--- config.mk ---
export PLATFORM = sky130hd
export DESIGN_NAME = mem_burst_master
export DESIGN_NICKNAME = d
export VERILOG_FILES = /design/src/rtl/mem_burst_master.sv
export SDC_FILE = /design/constraint.sdc
export NUM_CORES = 1
export LEC_CHECK = 0
export BUFFER_PORTS_ARGS = -buffer_cell sky130_fd_sc_hd__buf_4
export CAP_MARGIN = 20
export CORE_ASPECT_RATIO = 2
export CORE_MARGIN = 2
export CORE_UTILIZATION = 45
export DETAILED_ROUTE_END_ITERATION = 12
export PLACE_DENSITY = 0.81
export REMOVE_ABC_BUFFERS = 1
export SLEW_MARGIN = 20
export SYNTH_ARGS = -nofsm -noshare
export SYNTH_HDL_FRONTEND = slang
export SYNTH_SLANG_ARGS = --single-unit
--- constraint.sdc ---
create_clock -name clock -period 4.77 [get_ports clock]
set_input_delay 0.954 -clock clock [delete_from_list [all_inputs] [get_ports clock]]
set_output_delay 0.954 -clock clock [all_outputs]
set_load 0.005 [all_outputs]
--- src/rtl/mem_burst_master.sv ---
// mem_burst_master
// Burst engine between the matrix-multiply controller and the single-port
// data memory. A command (base, length, direction) runs either a read burst,
// streamed out through a 2-entry FIFO with valid/ready backpressure, or a
// write burst, consumed word by word from a valid/ready input.
//
// Ports:
//   clock, reset           rising-edge clock, async active-high reset
//   cmd_*                  burst command handshake (write, addr, len)
//   rd_valid/ready/data/last  read stream out
//   wr_valid/ready/data    write stream in
//   mem_address/data/wren  memory request side
//   mem_q                  memory read data, one cycle after the address
//   busy, done             burst in progress / one-cycle completion pulse
module mem_burst_master #(
    parameter int ADDR_W = 16,
    parameter int DATA_W = 32,
    parameter int LEN_W  = 12
) (
    input  logic              clock,
    input  logic              reset,
    input  logic              cmd_valid,
    output logic              cmd_ready,
    input  logic              cmd_write,
    input  logic [ADDR_W-1:0] cmd_addr,
    input  logic [LEN_W-1:0]  cmd_len,
    output logic              rd_valid,
    input  logic              rd_ready,
    output logic [DATA_W-1:0] rd_data,
    output logic              rd_last,
    input  logic              wr_valid,
    output logic              wr_ready,
    input  logic [DATA_W-1:0] wr_data,
    output logic [ADDR_W-1:0] mem_address,
    output logic [DATA_W-1:0] mem_data,
    output logic              mem_wren,
    input  logic [DATA_W-1:0] mem_q,
    output logic              busy,
    output logic              done
);

    localparam logic [1:0] S_IDLE  = 2'd0;
    localparam logic [1:0] S_READ  = 2'd1;
    localparam logic [1:0] S_DRAIN = 2'd2;
    localparam logic [1:0] S_WRITE = 2'd3;

    logic [1:0]        state_q, state_d;
    logic [ADDR_W-1:0] cur_addr_q, cur_addr_d;
    logic [LEN_W-1:0]  remaining_q, remaining_d;
    logic              done_q, done_d;
    logic              inflight_q;       // a read was issued last cycle
    logic              infl_last_q;      // ... and it was the final word
    logic [DATA_W-1:0] fifo_data_q [2];
    logic              fifo_last_q [2];
    logic              rd_ptr_q, wr_ptr_q;
    logic [1:0]        count_q;

    logic       pop, push, issue, wr_hs, last_rem;
    logic [2:0] occ;

    assign pop      = rd_valid & rd_ready;
    assign push     = inflight_q;
    assign last_rem = (remaining_q == LEN_W'(1));
    // Words held or on their way; a popped word frees its slot this cycle,
    // which is what sustains one word per cycle with rd_ready high.
    assign occ      = {1'b0, count_q} + {2'b00, inflight_q};
    assign issue    = (state_q == S_READ) && (occ < (3'd2 + {2'b00, pop}));
    assign wr_hs    = (state_q == S_WRITE) & wr_valid;

    assign cmd_ready   = (state_q == S_IDLE);
    assign busy        = (state_q != S_IDLE);
    assign wr_ready    = (state_q == S_WRITE);
    assign mem_wren    = wr_hs;
    assign mem_address = cur_addr_q;
    assign mem_data    = wr_data;
    assign rd_valid    = (count_q != 2'd0);
    assign rd_data     = fifo_data_q[rd_ptr_q];
    assign rd_last     = rd_valid & fifo_last_q[rd_ptr_q];
    assign done        = done_q;

    always_comb begin
        state_d     = state_q;
        cur_addr_d  = cur_addr_q;
        remaining_d = remaining_q;
        done_d      = 1'b0;
        case (state_q)
            S_IDLE: begin
                if (cmd_valid) begin
                    if (cmd_len == '0) begin
                        done_d = 1'b1;
                    end else begin
                        cur_addr_d  = cmd_addr;
                        remaining_d = cmd_len;
                        state_d     = cmd_write ? S_WRITE : S_READ;
                    end
                end
            end
            S_READ: begin
                if (issue) begin
                    cur_addr_d  = cur_addr_q + ADDR_W'(1);
                    remaining_d = remaining_q - LEN_W'(1);
                    if (last_rem) state_d = S_DRAIN;
                end
            end
            S_DRAIN: begin
                // Handing off the last-tagged word empties FIFO and pipe.
                if (pop && rd_last) begin
                    state_d = S_IDLE;
                    done_d  = 1'b1;
                end
            end
            default: begin // S_WRITE
                if (wr_hs) begin
                    cur_addr_d  = cur_addr_q + ADDR_W'(1);
                    remaining_d = remaining_q - LEN_W'(1);
                    if (last_rem) begin
                        state_d = S_IDLE;
                        done_d  = 1'b1;
                    end
                end
            end
        endcase
    end

    always_ff @(posedge clock or posedge reset) begin
        if (reset) begin
            state_q     <= S_IDLE;
            cur_addr_q  <= '0;
            remaining_q <= '0;
            done_q      <= 1'b0;
            inflight_q  <= 1'b0;
            infl_last_q <= 1'b0;
            rd_ptr_q    <= 1'b0;
            wr_ptr_q    <= 1'b0;
            count_q     <= 2'd0;
            for (int i = 0; i < 2; i++) begin
                fifo_data_q[i] <= '0;
                fifo_last_q[i] <= 1'b0;
            end
        end else begin
            state_q     <= state_d;
            cur_addr_q  <= cur_addr_d;
            remaining_q <= remaining_d;
            done_q      <= done_d;
            inflight_q  <= issue;
            infl_last_q <= issue & last_rem;
            if (push) begin
                fifo_data_q[wr_ptr_q] <= mem_q;
                fifo_last_q[wr_ptr_q] <= infl_last_q;
                wr_ptr_q              <= ~wr_ptr_q;
            end
            if (pop) rd_ptr_q <= ~rd_ptr_q;
            case ({push, pop})
                2'b10:   count_q <= count_q + 2'd1;
                2'b01:   count_q <= count_q - 2'd1;
                default: count_q <= count_q;
            endcase
        end
    end

endmodule

==> qor.yml, run 1 <==
status:
  status: "completed"
critical_path:
  start_kind: "flop"
  r2r_cells: 8
  path_class: "reg -> out"
  reg2reg_from: "state_q[0]$_DFFE_PP0P_"
  arrival_ps: 2170
  rrSetupSlack_ps: 1680
  crit_fanout: 19
  end_kind: "output pin"
  worstPathRequired_ps: 3820
  r2r_end: "remaining_q[10]$_DFFE_PP0P_"
timing:
  tns_ps: 0
  finClkSkew_ps: 8.52
  hold_viol_final: 0
  slew_viol_final: 0
  tightest_slew_ps: 995
  period_minus_slack_ps: 3120
  slew_headroom_pct: 33.5
  period_share_pct: 65.4
  timing.fmax_mhz: 320
  setup_viol: 0
  rsz0062_at_grt: "no"
pwr:
  power_frac_seq_pct: 36.0
  p_per_area_nw_per_um2: 700
  peakVddDrop_mv: 0.513
  intPower_uw: 2920
  p_switching_uw: 1630
  p_leak_uw: 0.00290
  pwr-share-comb_pct: 47.6
  pwr-share-clk_pct: 16.4
  p_sw_share_pct: 35.8
logic_synthesis:
  synth.avg_cell_area_um2: 11.3
  synth.largest_area_cell: "dfrtp_1"
  synth_edf_count: 0
  seq_area_frac_synth_pct: 47.6
  yosysUniqueCellTypes: 58
  synth_ff_type: "dfrtp_1"
  ys_ff_latch: 103
  synth_area_leaders: "dfrtp_1, mux2_2, buf_4"
  synth.top_cell.area_share_pct: 47.6
  synthCells: 478
  syn_area_um2: 5420
  yosysWarnings: 0
  synthArstFlopShare_pct: 100
global_routing:
  grt_use_total_pct: 20.9
  grt_max_degree: 73
  grt.overflow.total: 0
  grt_pass1_vias: 4266
  grt_pass1_wl_um: 20900
  antenna_found_initial: 0
finish:
  most-common-layout-cells: "buf_4, dfrtp_1, mux2_2"
  syn_to_final_growth_pct: 20.1
  antenna_cells: 0
  layout_commonest_cell: "buf_4"
  fin_util_pct: 55.3
  final_layout_size_suffix_gt1_share_pct: 44.8
  fin_nets: 666
  fillers: 1021
  fin_area_um2: 6510
drt:
  wire_per_inst_um: 18.8
  first_pass_iters: 4
  via_per_inst: 5.69
  final_antenna_net_count: 0
  drt_iter0_drc: 119
  vias: 4023
  wl_um: 13300
  route.detailed.drc: 0
die:
  coreArea_um2: 11800
  ioPinCount: 185
  dieArea_um2: 13000
  fp-row-count: 56
  die_y_um: 159
  start_util_pct: 46.0
  die_w_um: 81.6
clocking:
  cts_resized: 0
  clockBufferDepth: 2
  htreeDepth: 3
  cts_tree: "built"
  post-cts-setup-buffers: 0
  root_buffer: "clkbuf_16"
  numCtsBuffers: 9
  clkLatencyLatePin_ps: 340
  cts.sinks: 103
  clkTransAtPathRegs_ps: 70
  cts_hold_buf: 0
min_path:
  hold_class: "reg -> reg"
  holdPathStages: 1
  min_from: "fifo_data_q[11]$_DFFE_PP0P_"
  hold_path_end: "fifo_data_q[11]$_DFFE_PP0P_"
place:
  routabilityCongestion: 0.863
  portBuffers: 120
  dp_hpwl_um: 10100
  placed_area_um2: 6200
run:
  maxCapViolations: 0
[state kept, by name, summed over array words and instances, names as in the netlist]
signal and count:
state_q 2, remaining_q 12, fifo_last_q 2, done 1
infl_last_q 1, inflight_q 1, rd_ptr_q 1, fifo_data_q 64
wr_ptr_q 1, mem_address 16, count_q 2
[metal layers]
layer | vias up | global-route usage [%] | share of wire (%)
li1 | 1843 | - | -
met1 | 1948 | 22.9 | 37
met2 | 201 | 34.6 | 51
met3 | 29 | 8.84 | 8.6
met4 | 2 | 8.18 | 2.8
met5 | - | 3.75 | 0.36
[power groups by stage]
stage          Clock (uW)  Sequential [uW]  Combinational, uW
2_1_floorplan           0             1570               1390
3_3_place_gp            0             1620               2100
3_5_place_dp            0             1660               2180
4_1_cts               773             1640               2190
5_1_grt               806             1710               2380
6_report              747             1640               2170
[cells by family (layout without fill, tap and decap cells)]
logic type      count (synthesis)  in the layout  synth area share [%]
mux                           103            103                  21.3
flops                         103            103                  47.6
simple gates                   95             95                  9.65
compound gates                 90             90                  10.8
buf+inv                        71            155                  7.41
fa+ha+maj                      11             11                  2.54
xor+xnor                        5              5                 0.808
[worst max-delay path: stages (launching register included)]
cell and delay, ps:
dfrtp_1 940, buf_4 380, mux2_2 370, buf_4 140
[through the flow]
stage	cells	total power, uW	hold slack, ps	worst slack (ps)
after global placement	691	3720	479	1880
after CTS	707	4600	507	1580
after detailed placement	691	3830	491	1750
after global routing	707	4900	518	1490
after floorplan	422	2960	461	1110
final	707	4560	502	1650
[worst max path at each step]
stage	end	slack (ps)	depth (start not counted)	startpoint
after floorplan	count_q[0]$_DFFE_PP0P_	1110	1	reset
final	rd_data[14]	1650	3	rd_ptr_q$_DFFE_PP0P_
after detailed placement	remaining_q[10]$_DFFE_PP0P_	1750	8	state_q[0]$_DFFE_PP0P_
after global routing	mem_address[9]$_DFFE_PP0P_	1490	8	state_q[0]$_DFFE_PP0P_
after CTS	rd_data[14]	1580	3	rd_ptr_q$_DFFE_PP0P_
after global placement	mem_address[3]$_DFFE_PP0P_	1880	8	state_q[0]$_DFFE_PP0P_
[area by class of cell]
cell class | instances | area (um2) | share of cell area, %
Timing Repair Buffer | 124 | 931 | 14.3
Inverter | 15 | 58.8 | 0.903
Clock buffer | 11 | 253 | 3.88
Tap cell | 145 | 181 | 2.79
Multi-Input combinational cell | 304 | 2450 | 37.7
Sequential cell | 103 | 2580 | 39.6
Clock inverter | 5 | 56.3 | 0.865
[Yosys cell counts (5+ instances only)]
cell,instances
ha_1,11
buf_1,9
nor4_1,6
nor2_1,29
buf_2,6
a21oi_1,16
buf_4,34
a22oi_1,6
inv_1,14
nand2_1,17
nand3_1,13
o21ai_1,15
mux2i_1,5
o21ai_0,17
mux2_2,98
clkbuf_1,7
dfrtp_1,103
Power figures use the tool's default switching activity.
==> run 2, diff against run 1 <==
--- a/config.mk
+++ b/config.mk
@@ -11,7 +11,7 @@
 export CORE_MARGIN = 2
 export CORE_UTILIZATION = 45
 export DETAILED_ROUTE_END_ITERATION = 12
-export PLACE_DENSITY = 0.81
+export PLACE_DENSITY = 0.84
 export REMOVE_ABC_BUFFERS = 1
 export SLEW_MARGIN = 20
 export SYNTH_ARGS = -nofsm -noshare
==> constraint.sdc (replaced) <==
create_clock -name clock -period 2.6 [get_ports clock]
set_input_delay 0.52 -clock clock [delete_from_list [all_inputs] [get_ports clock]]
set_output_delay 0.52 -clock clock [all_outputs]
set_load 0.005 [all_outputs]
==> run 2 against run 1 <==
Net effect: worst hold slack got worse by 200 ps; critical path depth rose by 1; via count up 2.3%; die area did not move; core utilization rose by 0.38 points; design area up 0.69%.
==> qor.yml, run 2 (synthesis results as in run 1) <==
status:
  status: "completed"
timing:
  period_minus_slack_ps: 2380
  setup_viol: 0  # unchanged
  slew_headroom_pct: 60.7  # +27 points
  period_share_pct: 91.5
  timing.fmax_mhz: 420
  tightest_slew_ps: 585  # -410 ps
  rsz0062_at_grt: "no"
  slew_viol_final: 0  # unchanged
  hold_viol_final: 0  # unchanged
  fin_ws_ps: 220  # -1430 ps
  finClkSkew_ps: 8.71  # +0.195 ps
clocking:
  root_buffer: "clkbuf_16"
  cts_tree: "built"
  clkLatencyLatePin_ps: 340  # about the same
  htreeDepth: 3  # unchanged
  post-cts-setup-buffers: 0  # unchanged
  clockBufferDepth: 2  # unchanged
  numCtsBuffers: 9  # unchanged
  cts.sinks: 103  # unchanged
  clkTransAtPathRegs_ps: 70  # about the same
critical_path:
  rrSetupSlack_ps: 300  # -1380 ps
  arrival_ps: 1860  # -310 ps
  crit_buf_inv: 3  # +1
  crit_fanout: 60  # +41
  r2r_cells: 7  # -1
  crit_chain: "inv_1, ha_2, buf_4, buf_4"
  start_kind: "flop"
  cpMostUsedCell: "buf_4"
  slowest_delay_ps: 510  # -430 ps
  startpoint: "state_q[0]$_DFFE_PP0P_"
  r2r_end: "remaining_q[2]$_DFFE_PP0P_"
  slowest_stage: "buf_4"
  reg2reg_from: "count_q[0]$_DFFE_PP0P_"
  worstPathRequired_ps: 2080  # -1740 ps
  path_class: "reg -> out"
  end_kind: "output pin"
  critPathTopFamily: "buffers and inverters"
place:
  portBuffers: 120  # unchanged
  place_worst_setup_slack_ps: 187  # -1560 ps
  dp_hpwl_um: 10200  # +1.7%
  routabilityCongestion: 0.831  # -3.7%
global_routing:
  grt_pass1_vias: 4323  # +1.3%
  grt_max_degree: 104  # +42%
  grt_use_total_pct: 21.6  # +0.73 points
  grt_pass1_wl_um: 21700  # +4.1%
  antenna_found_initial: 0  # unchanged
  grt.overflow.total: 0  # unchanged
die:
  dieArea_um2: 13000  # unchanged
  start_util_pct: 46.0  # unchanged
  ioPinCount: 185  # unchanged
  die_y_um: 159  # unchanged
  coreArea_um2: 11800  # unchanged
  fp-row-count: 56  # unchanged
  die_w_um: 81.6  # unchanged
finish:
  fin_nets: 671  # +0.75%
  fin_util_pct: 55.7  # +0.38 points
  antenna_cells: 0  # unchanged
  syn_to_final_growth_pct: 20.9
  most-common-layout-cells: "buf_4, dfrtp_1, mux2_2"
  top_register: "fifo_data_q"
  layout_commonest_cell: "buf_4"
  final_layout_size_suffix_gt1_share_pct: 45.1  # +0.31 points
  largest_reg_flops: 64  # unchanged
pwr:
  p_leak_uw: 0.00292  # +0.83%
  p_total_uw: 8460  # +86%
  p_per_area_nw_per_um2: 1290  # +84%
  peakVddDrop_mv: 0.922  # +80%
drt:
  wire_per_inst_um: 19.5  # +3.5%
  via_per_inst: 5.78  # +1.6%
  route.detailed.drc: 0  # unchanged
  drt_iter0_drc: 245  # +110%
  final_antenna_net_count: 0  # unchanged
  wl_um: 13900  # +4.2%
  vias: 4116  # +2.3%
  first_pass_iters: 4  # unchanged
min_path:
  hold_class: "in -> async"
run:
  maxCapViolations: 0  # unchanged
-- run 2: worst max path at each step --
| stage | slack [ps] | endpoint | depth (start not counted) |
|---|---|---|---|
| 2_1_floorplan | -620 | count_q[0]$_DFFE_PP0P_ | 1 |
| 3_3_place_gp | 240 | remaining_q[0]$_DFFE_PP0P_ | 7 |
| 3_5_place_dp | 190 | remaining_q[8]$_DFFE_PP0P_ | 6 |
| 4_1_cts | 150 | remaining_q[8]$_DFFE_PP0P_ | 6 |
| 5_1_grt | 100 | cmd_ready | 4 |
| 6_report | 220 | cmd_ready | 4 |
-- run 2: timing repair --
action / 4_1_cts / 5_1_grt
hold buffers: 0 / 0
resized for setup: 0 / 1
endpoints found under the setup margin: 0 / 5
-- run 2: final cells by class --
class / instances / area, um2
Timing Repair Buffer: 129 / 993
Clock inverter: 5 / 57.6
Clock buffer: 11 / 233
Fill cell: 998 / 5220
Tap cell: 145 / 181
Sequential cell: 103 / 2580
Inverter: 15 / 58.8
Multi-Input combinational cell: 304 / 2450
-- run 2: tightest hold or removal path: cells and delay by family --
kind	cells	cell delay [ps]
buffers and inverters	3	580
-- run 2: metal layers --
| layer | GRT usage (%) | wire length (um) | up-vias |
|---|---|---|---|
| li1 | - | - | 1856 |
| met1 | 23.3 | 5020 | 2032 |
| met2 | 37.5 | 7390 | 203 |
| met3 | 8.33 | 1150 | 23 |
| met4 | 7.05 | 283 | 2 |
| met5 | 3.33 | 38 | - |
-- run 2: metrics by stage --
stage / TNS [ps] / std cells / area (um2) / hold slack (ps)
5_1_grt: 0 / 712 / 6550 / 358
2_1_floorplan: -72040 / 422 / 5070 / 461
6_report: 0 / 712 / 6550 / 298
3_5_place_dp: 0 / 696 / 6260 / 487
3_3_place_gp: 0 / 696 / 6260 / 479
4_1_cts: 0 / 712 / 6550 / 325
-- run 2: power breakdown --
group          total (uW)  internal [uW]  switching (uW)
clock                1340            750             587
combinational        4160           2240            1910
sequential           2960           2390             575
total                8460           5380            3080
